## src/rtl/tick_rate_scheduler.sv

```systemverilog
// -----------------------------------------------------------------------------
// tick_rate_scheduler
//
// Central tick generator for the Basys 3 calculator. A shared prescaler
// divides the 100 MHz board clock into a base tick, and NUM_CH per-channel
// counters turn base ticks into one-cycle clock-enable pulses at individually
// programmable rates. Everything runs in the clock_100MHz domain.
//
// A channel with period N ticks once every N+1 base ticks. New periods arrive
// over a valid/ready port, are held in a shadow register and applied at the
// channel's next terminal count (or on the next cycle if the channel is
// disabled), so a running channel never sees a truncated period.
//
// Optional build macro: TICK_CFG_IMMEDIATE_EN
//   When defined, an accepted period is written straight into the channel,
//   its counter restarts from 0, pending stays 0 and cfg_ready stays 1.
//
// Ports:
//   clock_100MHz  in   board clock, sole clock
//   reset         in   asynchronous, active-high reset
//   cfg_valid     in   configuration request
//   cfg_ready     out  scheduler can accept a configuration request
//   cfg_chan      in   target channel (out-of-range requests are discarded)
//   cfg_value     in   new period value
//   ch_enable     in   per-channel run enable
//   base_tick     out  one-cycle pulse every PRESCALE cycles
//   tick          out  one-cycle pulse per channel at its terminal count
//   pending       out  channel holds an accepted, not-yet-applied period
// -----------------------------------------------------------------------------
module tick_rate_scheduler #(
  parameter int NUM_CH         = 4,
  parameter int PRESCALE       = 100,
  parameter int CNT_W          = 20,
  parameter int DEFAULT_PERIOD = 999
) (
  input  logic                      clock_100MHz,
  input  logic                      reset,
  input  logic                      cfg_valid,
  output logic                      cfg_ready,
  input  logic [$clog2(NUM_CH)-1:0] cfg_chan,
  input  logic [CNT_W-1:0]          cfg_value,
  input  logic [NUM_CH-1:0]         ch_enable,
  output logic                      base_tick,
  output logic [NUM_CH-1:0]         tick,
  output logic [NUM_CH-1:0]         pending
);

  localparam int                CH_W         = $clog2(NUM_CH);
  localparam int                PRE_W        = (PRESCALE > 1) ? $clog2(PRESCALE) : 1;
  localparam logic [PRE_W-1:0]  PRE_LAST     = PRE_W'(PRESCALE - 1);
  localparam logic [CNT_W-1:0]  RESET_PERIOD = CNT_W'(DEFAULT_PERIOD);

`ifdef TICK_CFG_IMMEDIATE_EN
  localparam bit IMMEDIATE = 1'b1;
`else
  localparam bit IMMEDIATE = 1'b0;
`endif

  typedef enum logic {
    IDLE,
    WAIT_APPLY
  } cfg_state_t;

  cfg_state_t        state, state_next;
  logic [CH_W-1:0]   target;
  logic              chan_ok;
  logic              accept;
  logic [NUM_CH-1:0] wr_sel;
  logic [NUM_CH-1:0] term;
  logic [PRE_W-1:0]  pre_cnt;
  logic [CNT_W-1:0]  cnt    [NUM_CH];
  logic [CNT_W-1:0]  period [NUM_CH];

  // ---------------------------------------------------------------------------
  // Prescaler: base_tick is registered, so the first pulse appears PRESCALE
  // cycles after reset release.
  // ---------------------------------------------------------------------------
  // NOTE: state registers use non-blocking assignments so every flop samples
  // the pre-edge values of its neighbours, independent of block ordering.
  always_ff @(posedge clock_100MHz or posedge reset) begin
    if (reset) begin
      pre_cnt   <= '0;
      base_tick <= 1'b0;
    end else if (pre_cnt == PRE_LAST) begin
      pre_cnt   <= '0;
      base_tick <= 1'b1;
    end else begin
      pre_cnt   <= pre_cnt + 1'b1;
      base_tick <= 1'b0;
    end
  end

  // ---------------------------------------------------------------------------
  // Configuration handshake
  // ---------------------------------------------------------------------------
  assign chan_ok = int'(cfg_chan) < NUM_CH;
  assign accept  = cfg_valid && (state == IDLE);

  // NOTE: every signal written here gets a default first, so no path through
  // the block leaves a value unassigned and no latch is inferred.
  always_comb begin
    state_next = state;
    cfg_ready  = 1'b0;
    unique case (state)
      IDLE: begin
        cfg_ready = 1'b1;
        if (cfg_valid && chan_ok && !IMMEDIATE) state_next = WAIT_APPLY;
      end
      WAIT_APPLY: begin
        // Watch the registered pending bit: ready returns the cycle after it
        // is seen clear.
        if (!pending[target]) state_next = IDLE;
      end
    endcase
  end

  always_ff @(posedge clock_100MHz or posedge reset) begin
    if (reset) begin
      state  <= IDLE;
      target <= '0;
    end else begin
      state <= state_next;
      if (accept && chan_ok) target <= cfg_chan;
    end
  end

  always_comb begin
    wr_sel = '0;
    term   = '0;
    for (int i = 0; i < NUM_CH; i++) begin
      wr_sel[i] = accept && chan_ok && (int'(cfg_chan) == i);
      // Terminal count: the counter acts on the cycle base_tick is high.
      term[i]   = base_tick && ch_enable[i] && (cnt[i] == period[i]);
    end
  end

  // ---------------------------------------------------------------------------
  // Period update path
  // ---------------------------------------------------------------------------
`ifndef TICK_CFG_IMMEDIATE_EN
  logic [CNT_W-1:0]  shadow [NUM_CH];
  logic [NUM_CH-1:0] pend_q;
  logic [NUM_CH-1:0] apply;

  // A disabled channel has no terminal count to wait for, so it takes the
  // shadow value straight away.
  assign apply   = pend_q & (term | ~ch_enable);
  assign pending = pend_q;

  always_ff @(posedge clock_100MHz or posedge reset) begin
    if (reset) begin
      for (int i = 0; i < NUM_CH; i++) shadow[i] <= '0;
      pend_q <= '0;
    end else begin
      for (int i = 0; i < NUM_CH; i++) begin
        // Only one update is outstanding, so a write never meets an apply on
        // the same channel; a write landing on a terminal waits for the next.
        if (wr_sel[i]) begin
          shadow[i] <= cfg_value;
          pend_q[i] <= 1'b1;
        end else if (apply[i]) begin
          pend_q[i] <= 1'b0;
        end
      end
    end
  end
`else
  assign pending = '0;
`endif

  // ---------------------------------------------------------------------------
  // Channel counters (compare-and-reset: period N -> tick every N+1 base ticks)
  // ---------------------------------------------------------------------------
  always_ff @(posedge clock_100MHz or posedge reset) begin
    if (reset) begin
      // NOTE: the period array is a handful of flops whose reset value is
      // architecturally visible, so it is reset like any other register.
      for (int i = 0; i < NUM_CH; i++) begin
        cnt[i]    <= '0;
        period[i] <= RESET_PERIOD;
      end
      tick <= '0;
    end else begin
      for (int i = 0; i < NUM_CH; i++) begin
        tick[i] <= term[i];
        if (!ch_enable[i] || term[i]) begin
          cnt[i] <= '0;
        end else if (base_tick) begin
          cnt[i] <= cnt[i] + 1'b1;
        end
`ifdef TICK_CFG_IMMEDIATE_EN
        // Restart on the new period; the interrupted period gives no tick.
        if (wr_sel[i]) begin
          period[i] <= cfg_value;
          cnt[i]    <= '0;
          tick[i]   <= 1'b0;
        end
`else
        if (apply[i]) period[i] <= shadow[i];
`endif
      end
    end
  end

endmodule

```

## config.mk

```make
export PLATFORM = sky130hd
export DESIGN_NAME = tick_rate_scheduler
export DESIGN_NICKNAME = d
export VERILOG_FILES = /design/src/rtl/tick_rate_scheduler.sv
export SDC_FILE = /design/constraint.sdc
export NUM_CORES = 1
export LEC_CHECK = 0
export ABC_AREA = 0
export CAP_MARGIN = 10
export CORE_MARGIN = 4
export CORE_UTILIZATION = 50
export CTS_CLUSTER_DIAMETER = 120
export DETAILED_ROUTE_END_ITERATION = 7
export PLACE_DENSITY = 0.76
export SETUP_SLACK_MARGIN = 0.2
export SYNTH_ARGS = -nofsm -noshare
export SYNTH_HDL_FRONTEND = slang
export SYNTH_SLANG_ARGS = --single-unit
```

## constraint.sdc

```tcl
create_clock -name clock_100MHz -period 9.78 [get_ports clock_100MHz]
set_clock_uncertainty 0.2 [all_clocks]
set_input_delay 2.934 -clock clock_100MHz [delete_from_list [all_inputs] [get_ports clock_100MHz]]
set_output_delay 2.934 -clock clock_100MHz [all_outputs]
set_load 0.02 [all_outputs]
```

==> results of run 1 <==
==> layout by cell type (no fill, tap or decap), drive strengths merged, types with 23 or more instances in the layout <==
| master | count |
|---|---|
| nand2 | 234 |
| dfrtp | 227 |
| nor2 | 107 |
| xor2 | 100 |
| and2 | 83 |
| mux2 | 80 |
| nand4 | 64 |
| xnor2 | 60 |
| nand3 | 56 |
| nor3 | 41 |
| clkbuf | 39 |
| clkdlybuf4s50 | 38 |
| mux2i | 33 |
| dfstp | 32 |
| a222oi | 31 |
| or3 | 30 |
| nand3b | 28 |
| buf | 27 |
| nor3b | 23 |
==> cell type report <==
cell class                      count  area (µm²)
Clock buffer                       39       843.3
Clock inverter                     13       123.9
Fill cell                        2321       12000
Inverter                            7       30.03
Multi-Input combinational cell   1079        7098
Sequential cell                   259        6521
Tap cell                          378       473.0
Timing Repair Buffer               65       615.6
==> layer usage <==
layer  GRT usage, %  vias to the layer above
li1               -                     5072
met1          30.56                     5554
met2          37.86                      321
met3          3.142                       60
met4          6.628                        2
met5              0                        -
==> worst paths after layout <==
path / endpoint / slack (ns) / cells past startpoint
worst max-delay path: pending[3] / 4.40 / 1
max in group asynchronous: pre_cnt[1] / 5.21 / 3
worst min register to register: pre_cnt[0] / 0.29 / 1
worst min-delay path: pre_cnt[0] / 0.29 / 1
min in group asynchronous: cnt[75] / 2.73 / 2
worst max register to register: period[11] / 6.77 / 5
==> kinds of logic after synthesis <==
family	after synthesis	share of synthesized area [%]
and+or+nand+nor	717	25.89
DFF	259	46.47
buffers and inverters	102	3.014
adders and majority gates	5	0.4458
muxes	114	8.934
xor gates and xnor gates	160	9.987
AOI/OAI and AO/OA	83	5.261
==> where the power goes <==
| part | internal (mW) | total, mW | leakage [nW] | switching, mW |
|---|---|---|---|---|
| clock network | 0.653 | 1.09 | 0.481 | 0.441 |
| registers | 1.20 | 1.32 | 3.09 | 0.114 |
| logic | 0.172 | 0.337 | 2.72 | 0.166 |
==> flip-flops by register name, summed over array words and instances, names as in the netlist <==
| name | count |
|---|---|
| period | 80 |
| shadow | 80 |
| tick | 4 |
| pre_cnt | 7 |
| cnt | 80 |
| pending | 4 |
| state | 1 |
| target | 2 |
| base_tick | 1 |
==> metrics by stage <==
stage	power, mW	worst slack [ns]	hold slack [ns]	std cells	cell area [µm²]
floorplan	1.546	3.259	0.2479	1440	14040
global placement	1.639	4.361	0.2627	1787	14710
detailed placement	1.662	4.353	0.2837	1787	14710
CTS	2.759	4.421	0.2915	1839	15680
global route	2.863	4.380	0.3038	1840	15710
finish	2.747	4.405	0.2863	1840	15710
==> flow_metrics.py, run 1 <==
metrics = {
    "status": {
        "run_status": "complete, no violations",
    },
    "timing": {
        "timing.final.crit_share_pct": 54.96,
        "worst-slew-pin-transition_ns": 1.032,
        "setup_total_negative_slack_ns": 0,
        "setup-violations-final": 0,
        "final-hold-violation-count": 0,
        "grt_setup_unrepaired": "no",
        "finalCriticalPeriod_ns": 5.375,
        "slew_headroom_pct": 30.97,
        "timing.fmax_ghz": 0.1860,
        "maxSlewViolCount": 0,
    },
    "worst_setup_path": {
        "critical-path-slowest-cell": "dfrtp_1",
        "start_kind": "flip-flop",
        "worst_setup_path_end_kind": "output pin",
        "cp-startpoint": "pending[3]",
        "crit_path_cell_trace": "clkdlybuf4s50_1",
        "crit_fanout": 23,
        "crit_path_max_incr_delay_ns": 0.95,
        "setup.worst_path.class": "reg2out",
        "worstPathArrival_ns": 2.24,
        "timing.critical_path.required_ns": 6.65,
        "crit_buf_inv": 1,
        "r2r_start": "pending[3]",
        "cpLargestDelayFamily": "flip-flops",
    },
    "place": {
        "finalWeightedCongestion": 0.8411,
        "dpl.hpwl_um": 22130,
        "portBuffers": 38,
    },
    "route": {
        "met2RoutedLength_um": 17190,
        "met3_length_um": 1908,
        "route.detailed.drc": 0,
        "route.antenna.remaining_nets": 0,
        "detail_route.vias_per_cell": 5.983,
        "dr_total_vias": 11010,
        "met1Wirelength_um": 14910,
        "routedWlPerCell_um": 18.97,
        "highest-signal-layer": "met5",
        "dr.first_iter.drc_count": 1155,
        "firstDrtPassIters": 6,
        "drt_wl_total_um": 34910,
    },
    "grt": {
        "grt_first_pass_wirelength_um": 57010,
        "grt_pass1_vias": 10790,
        "antenna_found_initial": 1,
        "global_route.overflow_total": 0,
        "maximum_number_of_pins_on_one_net_before_global_route_repair": 168,
        "grt.total_usage_pct": 22.47,
    },
    "floorplanning": {
        "design.core.area_um2": 27710,
        "initial_utilization_pct": 50.65,
        "die-height_um": 175.5,
        "core.rowCount": 61,
        "chipWidth_um": 175.5,
        "design.die.area_um2": 30810,
        "top_level_i_o_count": 39,
    },
    "synth": {
        "postSynthNetCount": 1474,
        "synth_flop_cell": "dfrtp_1",
        "post_synthesis_cell_type_with_the_largest_combined_area": "dfrtp_1",
        "synth_async_reset_ratio_pct": 100.0,
        "yosysWarningCount": 0,
        "syn_inst": 1440,
        "synthesis.area_per_instance_um2": 9.745,
        "sequential_area_share_after_synthesis_pct": 46.47,
        "top_cells_by_area_synth": "dfrtp_1, mux2_2, nand2_1",
        "synth_enable_flop_cells": 0,
        "synth_area_um2": 14030,
        "synth_commonest_cells": "nand2_1, dfrtp_1, nor2_1, xor2_1, and2_1",
        "synth.ff_latch_count": 259,
        "synth_top_cell_area_share_pct": 40.48,
        "synth.most_common_cell": "nand2_1",
        "post_synth_num_cell_types": 44,
    },
    "cts": {
        "postCtsSetupBuffers": 0,
        "clock_pin_transition_on_the_worst_setup_and_hold_timing_paths_ns": 0.06,
        "cts.root.buffer_cell": "clkbuf_16",
        "cts-htree-levels": 1,
        "cts_hold_repair.buffers": 0,
        "cts_resized": 0,
        "max-clock-path-buffers": 3,
        "clock_latency_ns": 0.55,
        "cts.sinks": 259,
        "tritoncts": "built",
        "cts_buffers": 28,
    },
    "layout": {
        "area_growth_pct": 11.92,
        "layout-drive-gt1-share_pct": 13.61,
        "utilization_pct": 56.69,
        "ant_diodes": 0,
        "fin_nets": 1474,
    },
    "power": {
        "leakagePower_nw": 6.283,
        "ir_worst_vdd_mv": 0.1434,
        "power_density_nw_per_um2": 174.9,
    },
    "job": {
        "cap_violations": 0,
    },
    "worst_hold_path": {
        "min-delay-start": "pre_cnt[0]",
        "holdCritPathClass": "reg2reg",
    },
}
Note: power is estimated with default switching activity, not from simulation.
==> run 2: changes to the inputs <==
- clock period: 9.78 -> 4.4 ns (I/O delays scaled with it)
==> flow_metrics.py, run 2 (synthesized netlist as in run 1, its figures left out) <==
metrics = {
    "status": {
        "run_status": "complete, no violations",
    },
    "worst_setup_path": {
        "critical_path.reg2reg.endpoint": "period[16]",
        "timing.critical_path.required_ns": 2.88,
        "crit_buf_inv": 1,
        "critical-path-slowest-cell": "dfrtp_1",
        "start_kind": "flip-flop",
        "crit_path_max_incr_delay_ns": 0.91,
        "crit_fanout": 23,
        "crit_cells": 1,
        "regToRegSetupSlack_ns": 1.67,
        "cpLargestDelayFamily": "flip-flops",
        "worst_setup_path_end_kind": "output pin",
        "setup.worst_path.class": "reg2out",
        "r2r_start": "pending[3]",
        "crit_path_cell_trace": "clkdlybuf4s50_1",
        "worstPathArrival_ns": 2.20,
        "rr_worst_depth": 4,
    },
    "cts": {
        "clock_latency_ns": 0.56,
        "cts-htree-levels": 1,
        "cts.sinks": 259,
        "tritoncts": "built",
        "cts_buffers": 28,
        "cts_hold_repair.buffers": 0,
        "postCtsSetupBuffers": 0,
        "cts.root.buffer_cell": "clkbuf_16",
        "max-clock-path-buffers": 3,
        "clock_pin_transition_on_the_worst_setup_and_hold_timing_paths_ns": 0.06,
        "cts_resized": 0,
    },
    "route": {
        "route.detailed.drc": 0,
        "dr_total_vias": 11100,
        "routedWlPerCell_um": 18.96,
        "route.antenna.remaining_nets": 0,
        "dr.first_iter.drc_count": 1054,
        "firstDrtPassIters": 8,
        "detail_route.vias_per_cell": 6.015,
        "drt_wl_total_um": 35000,
    },
    "timing": {
        "slew_headroom_pct": 15.03,
        "setup-violations-final": 0,
        "timing.fmax_ghz": 0.2685,
        "finalCriticalPeriod_ns": 3.725,
        "timing.final.crit_share_pct": 84.65,
        "setup_total_negative_slack_ns": 0,
        "grt_setup_unrepaired": "no",
        "worst-slew-pin-transition_ns": 1.270,
        "final-hold-violation-count": 0,
        "maxSlewViolCount": 0,
        "holdWs_ns": 0.2917,
    },
    "power": {
        "total_switching_power_mw": 1.628,
        "netSwitchingFraction_pct": 25.65,
        "part_of_the_total_power_dissipated_in_the_clock_network_pct": 42.0,
        "leakagePower_nw": 6.333,
        "ir_worst_vdd_mv": 0.3031,
        "sequentialPowerShare_pct": 46.2,
        "power_report.internal_total_mw": 4.719,
        "pwr-share-comb_pct": 11.8,
        "power_density_nw_per_um2": 401.4,
    },
    "layout": {
        "area_growth_pct": 12.70,
        "layout_commonest_cell": "nand2_1",
        "mostFrequentLayoutCells": "nand2_1, dfrtp_1, nor2_1",
        "layout-drive-gt1-share_pct": 13.76,
        "fin_nets": 1480,
        "largest_registers": "cnt: 80 flops, period: 80 flops, shadow: 80 flops",
        "multiInputGateArea_um2": 7098,
        "final_layout_fill_cell_count": 2278,
        "ff_latch_area_um2": 6521,
        "ant_diodes": 0,
    },
    "floorplanning": {
        "die-height_um": 175.5,
        "initial_utilization_pct": 50.65,
        "core.rowCount": 61,
        "top_level_i_o_count": 39,
        "design.core.area_um2": 27710,
        "design.die.area_um2": 30810,
        "chipWidth_um": 175.5,
    },
    "grt": {
        "maximum_number_of_pins_on_one_net_before_global_route_repair": 86,
        "grt_pass1_vias": 10590,
        "grt_use_met2_pct": 37.09,
        "global_route.overflow_total": 0,
        "grtUsageMet1_pct": 30.49,
        "grt.total_usage_pct": 22.30,
        "antenna_found_initial": 0,
        "globalRouteMet3Util_pct": 2.820,
        "global_route.peak_usage_layer": "met2",
        "grt_first_pass_wirelength_um": 56610,
    },
    "job": {
        "cap_violations": 0,
    },
    "worst_hold_path": {
        "min-delay-start": "pre_cnt[0]",
        "hold-path-cell-count": 1,
        "holdPathEnd": "pre_cnt[0]",
        "holdCritPathClass": "reg2reg",
    },
    "place": {
        "dpl.hpwl_um": 22910,
        "finalWeightedCongestion": 0.8514,
        "portBuffers": 38,
    },
}
## run 2: changes by cell type in the layout (fill, tap and decap cells not counted), moves of 3 or more
cell       delta
buf_4         +7
bufinv_16     +5
clkbuf_1      +3
clkbuf_8      -3
clkinv_2      -4
## run 2: worst max path at each step
stage	from	endpoint	slack, ns
after global placement	ch_enable[3]	period[5]	0.94
after floorplan	reset	base_tick	-0.51
after detailed placement	ch_enable[1]	period[46]	0.92
after global routing	pending[3]	pending[3]	0.64
after CTS	pending[3]	pending[3]	0.68
final	pending[3]	pending[3]	0.68
## run 2: stage by stage
| stage | area [µm²] | total power [mW] | cells | setup slack, ns | util, % |
|---|---|---|---|---|---|
| 5_1_grt | 15810 | 6.590 | 1846 | 0.6416 | 57.08 |
| 3_3_place_gp | 14760 | 3.656 | 1794 | 0.9436 | 53.29 |
| 4_1_cts | 15810 | 6.382 | 1846 | 0.6783 | 57.08 |
| 6_report | 15810 | 6.347 | 1846 | 0.6754 | 57.08 |
| 3_5_place_dp | 14760 | 3.706 | 1794 | 0.9214 | 53.29 |
| 2_1_floorplan | 14040 | 3.436 | 1440 | -0.5075 | - |
## run 2: per-layer routing
layer	wire, µm	share of wire, %
met1	14920	43
met3	1764	5.0
met2	17230	49
met5	0	0
met4	1084	3.1
## run 2: layout make-up
class	instances	area share [%]
repair buffers	71	4.051
clock buffers	38	4.985
well taps	378	2.991
clock inverters	14	1.662
inverters	7	0.1899
multi-input cells	1079	44.88
flip-flops and latches	259	41.24
## run 2: power by group through the flow
stage,clock [mW],sequential [mW],combinational [mW]
after CTS,2.71,2.92,0.753
after global placement,0,2.94,0.715
final,2.67,2.93,0.750
after global routing,2.81,2.96,0.829
after floorplan,0,2.86,0.572
after detailed placement,0,2.96,0.748
==> run 3: changes to the inputs <==
- PLACE_DENSITY: 0.76 -> 0.74
- clock period: 4.4 -> 3.8 ns (I/O delays scaled with it)
==> flow_metrics.py, run 3 (synthesized netlist as in run 1, its figures left out) <==
metrics = {
    "floorplanning": {
        "chipWidth_um": 175.5,
        "initial_utilization_pct": 50.65,
        "design.core.area_um2": 27710,
        "top_level_i_o_count": 39,
        "core.rowCount": 61,
        "die-height_um": 175.5,
        "design.die.area_um2": 30810,
    },
    "route": {
        "firstDrtPassIters": 7,
        "routedWlPerCell_um": 18.34,
        "route.detailed.drc": 0,
        "route.antenna.remaining_nets": 0,
        "drt_wl_total_um": 33920,
        "detail_route.vias_per_cell": 5.891,
        "dr.first_iter.drc_count": 1098,
        "dr_total_vias": 10900,
    },
    "worst_setup_path": {
        "crit_fanout": 11,
        "r2r_start": "period[9]",
        "setup.worst_path.class": "reg2out",
        "crit_cells": 1,
        "worst_setup_path_end_kind": "output pin",
        "crit_buf_inv": 1,
        "critical-path-slowest-cell": "clkdlybuf4s50_1",
        "rr_worst_depth": 6,
        "timing.critical_path.required_ns": 2.46,
        "critical_path.reg2reg.endpoint": "period[19]",
        "worstPathArrival_ns": 1.89,
        "crit_end": "pending[1]",
        "crit_path_cell_trace": "clkdlybuf4s50_1",
        "cp-startpoint": "pending[1]",
        "crit_path_max_incr_delay_ns": 0.71,
        "regToRegSetupSlack_ns": 1.15,
        "cpLargestDelayFamily": "buffers and inverters",
        "start_kind": "flip-flop",
    },
    "status": {
        "run_status": "complete, no violations",
    },
    "worst_hold_path": {
        "holdCritPathClass": "reg2reg",
        "hold-path-cell-count": 1,
    },
    "power": {
        "power_mw": 6.866,
        "ir_worst_vdd_mv": 0.3274,
        "power_density_nw_per_um2": 438.6,
        "leakagePower_nw": 6.255,
    },
    "timing": {
        "timing.final.crit_share_pct": 84.96,
        "timing.fmax_ghz": 0.3097,
        "grt_setup_unrepaired": "no",
        "worst-slew-pin-transition_ns": 0.7642,
        "maxSlewViolCount": 0,
        "slew_headroom_pct": 49.00,
        "final-hold-violation-count": 0,
        "fin_ws_ns": 0.5714,
        "setup-violations-final": 0,
        "finalCriticalPeriod_ns": 3.229,
    },
    "layout": {
        "mostFrequentLayoutCells": "nand2_1, dfrtp_1, nor2_1",
        "layout-drive-gt1-share_pct": 13.20,
        "utilization_pct": 56.51,
        "fin_nets": 1481,
        "layout_commonest_cell": "nand2_1",
        "area_growth_pct": 11.56,
        "largest_registers": "cnt: 80 flops, period: 80 flops, shadow: 80 flops",
    },
    "cts": {
        "tritoncts": "built",
        "max-clock-path-buffers": 3,
        "cts.sinks": 259,
        "cts_hold_repair.buffers": 0,
        "cts.root.buffer_cell": "clkbuf_16",
        "postCtsSetupBuffers": 0,
        "cts_resized": 0,
        "clock_latency_ns": 0.55,
        "clock_pin_transition_on_the_worst_setup_and_hold_timing_paths_ns": 0.06,
        "cts-htree-levels": 1,
        "cts_buffers": 29,
    },
    "job": {
        "cap_violations": 0,
    },
    "grt": {
        "grt_first_pass_wirelength_um": 55950,
        "maximum_number_of_pins_on_one_net_before_global_route_repair": 103,
        "grt.total_usage_pct": 21.81,
        "antenna_found_initial": 2,
        "grt_pass1_vias": 10510,
        "global_route.overflow_total": 0,
    },
    "place": {
        "portBuffers": 38,
        "finalWeightedCongestion": 0.8152,
        "dpl.hpwl_um": 22040,
        "pre_cts_slack_ns": 0.5405,
    },
}
-- run 3: changes by cell type in the layout (fill, tap and decap cells not counted), sizes merged --
| cell | change |
|---|---|
| clkinvlp | -1 |
| bufinv | -7 |
| clkinv | -1 |
| inv | +1 |
| diode | +2 |
| clkbuf | +10 |
-- run 3: report_power, final --
part           leakage, nW  switching, mW  total [mW]  internal (mW)
registers             3.09          0.288        3.38           3.09
logic                 2.74          0.424       0.868          0.443
clock network        0.428           1.12        2.62           1.49
-- run 3: layout make-up --
type | instances | area, µm²
antenna | 2 | 5.005
clock buffer | 48 | 837.1
clock inverter | 6 | 37.54
fill | 2344 | 12050
inverter | 7 | 30.03
multi-input combinational | 1079 | 7098
sequential | 259 | 6521
tap | 378 | 473.0
timing repair buffer | 71 | 653.1
-- run 3: how the worst min path moves through the flow --
| stage | startpoint | end |
|---|---|---|
| finish | pre_cnt[0] | pre_cnt[0] |
| global route | pre_cnt[0] | pre_cnt[0] |
| CTS | pre_cnt[0] | pre_cnt[0] |
| detailed placement | pre_cnt[0] | pre_cnt[0] |
| global placement | pre_cnt[0] | pre_cnt[0] |
| floorplan | pre_cnt[0] | pre_cnt[0] |
-- run 3: metrics by stage --
step	hold WS, ns	setup TNS (ns)	std cells	area (µm²)
after floorplan	0.2479	-211.61	1440	14040
after global placement	0.2656	0	1793	14770
after detailed placement	0.2787	0	1793	14770
after CTS	0.2864	0	1847	15640
after global routing	0.2928	0	1849	15650
final	0.2849	0	1850	15660
-- run 3: routing by layer --
| metal | vias to the layer above | part of all wire [%] | track usage, % |
|---|---|---|---|
| met1 | 5452 | 45 | 30.87 |
| met4 | 0 | 2.6 | 6.010 |
| met2 | 292 | 47 | 35.34 |
| met3 | 61 | 5.1 | 3.315 |
| met5 | - | 0 | 0 |
| li1 | 5094 | - | - |
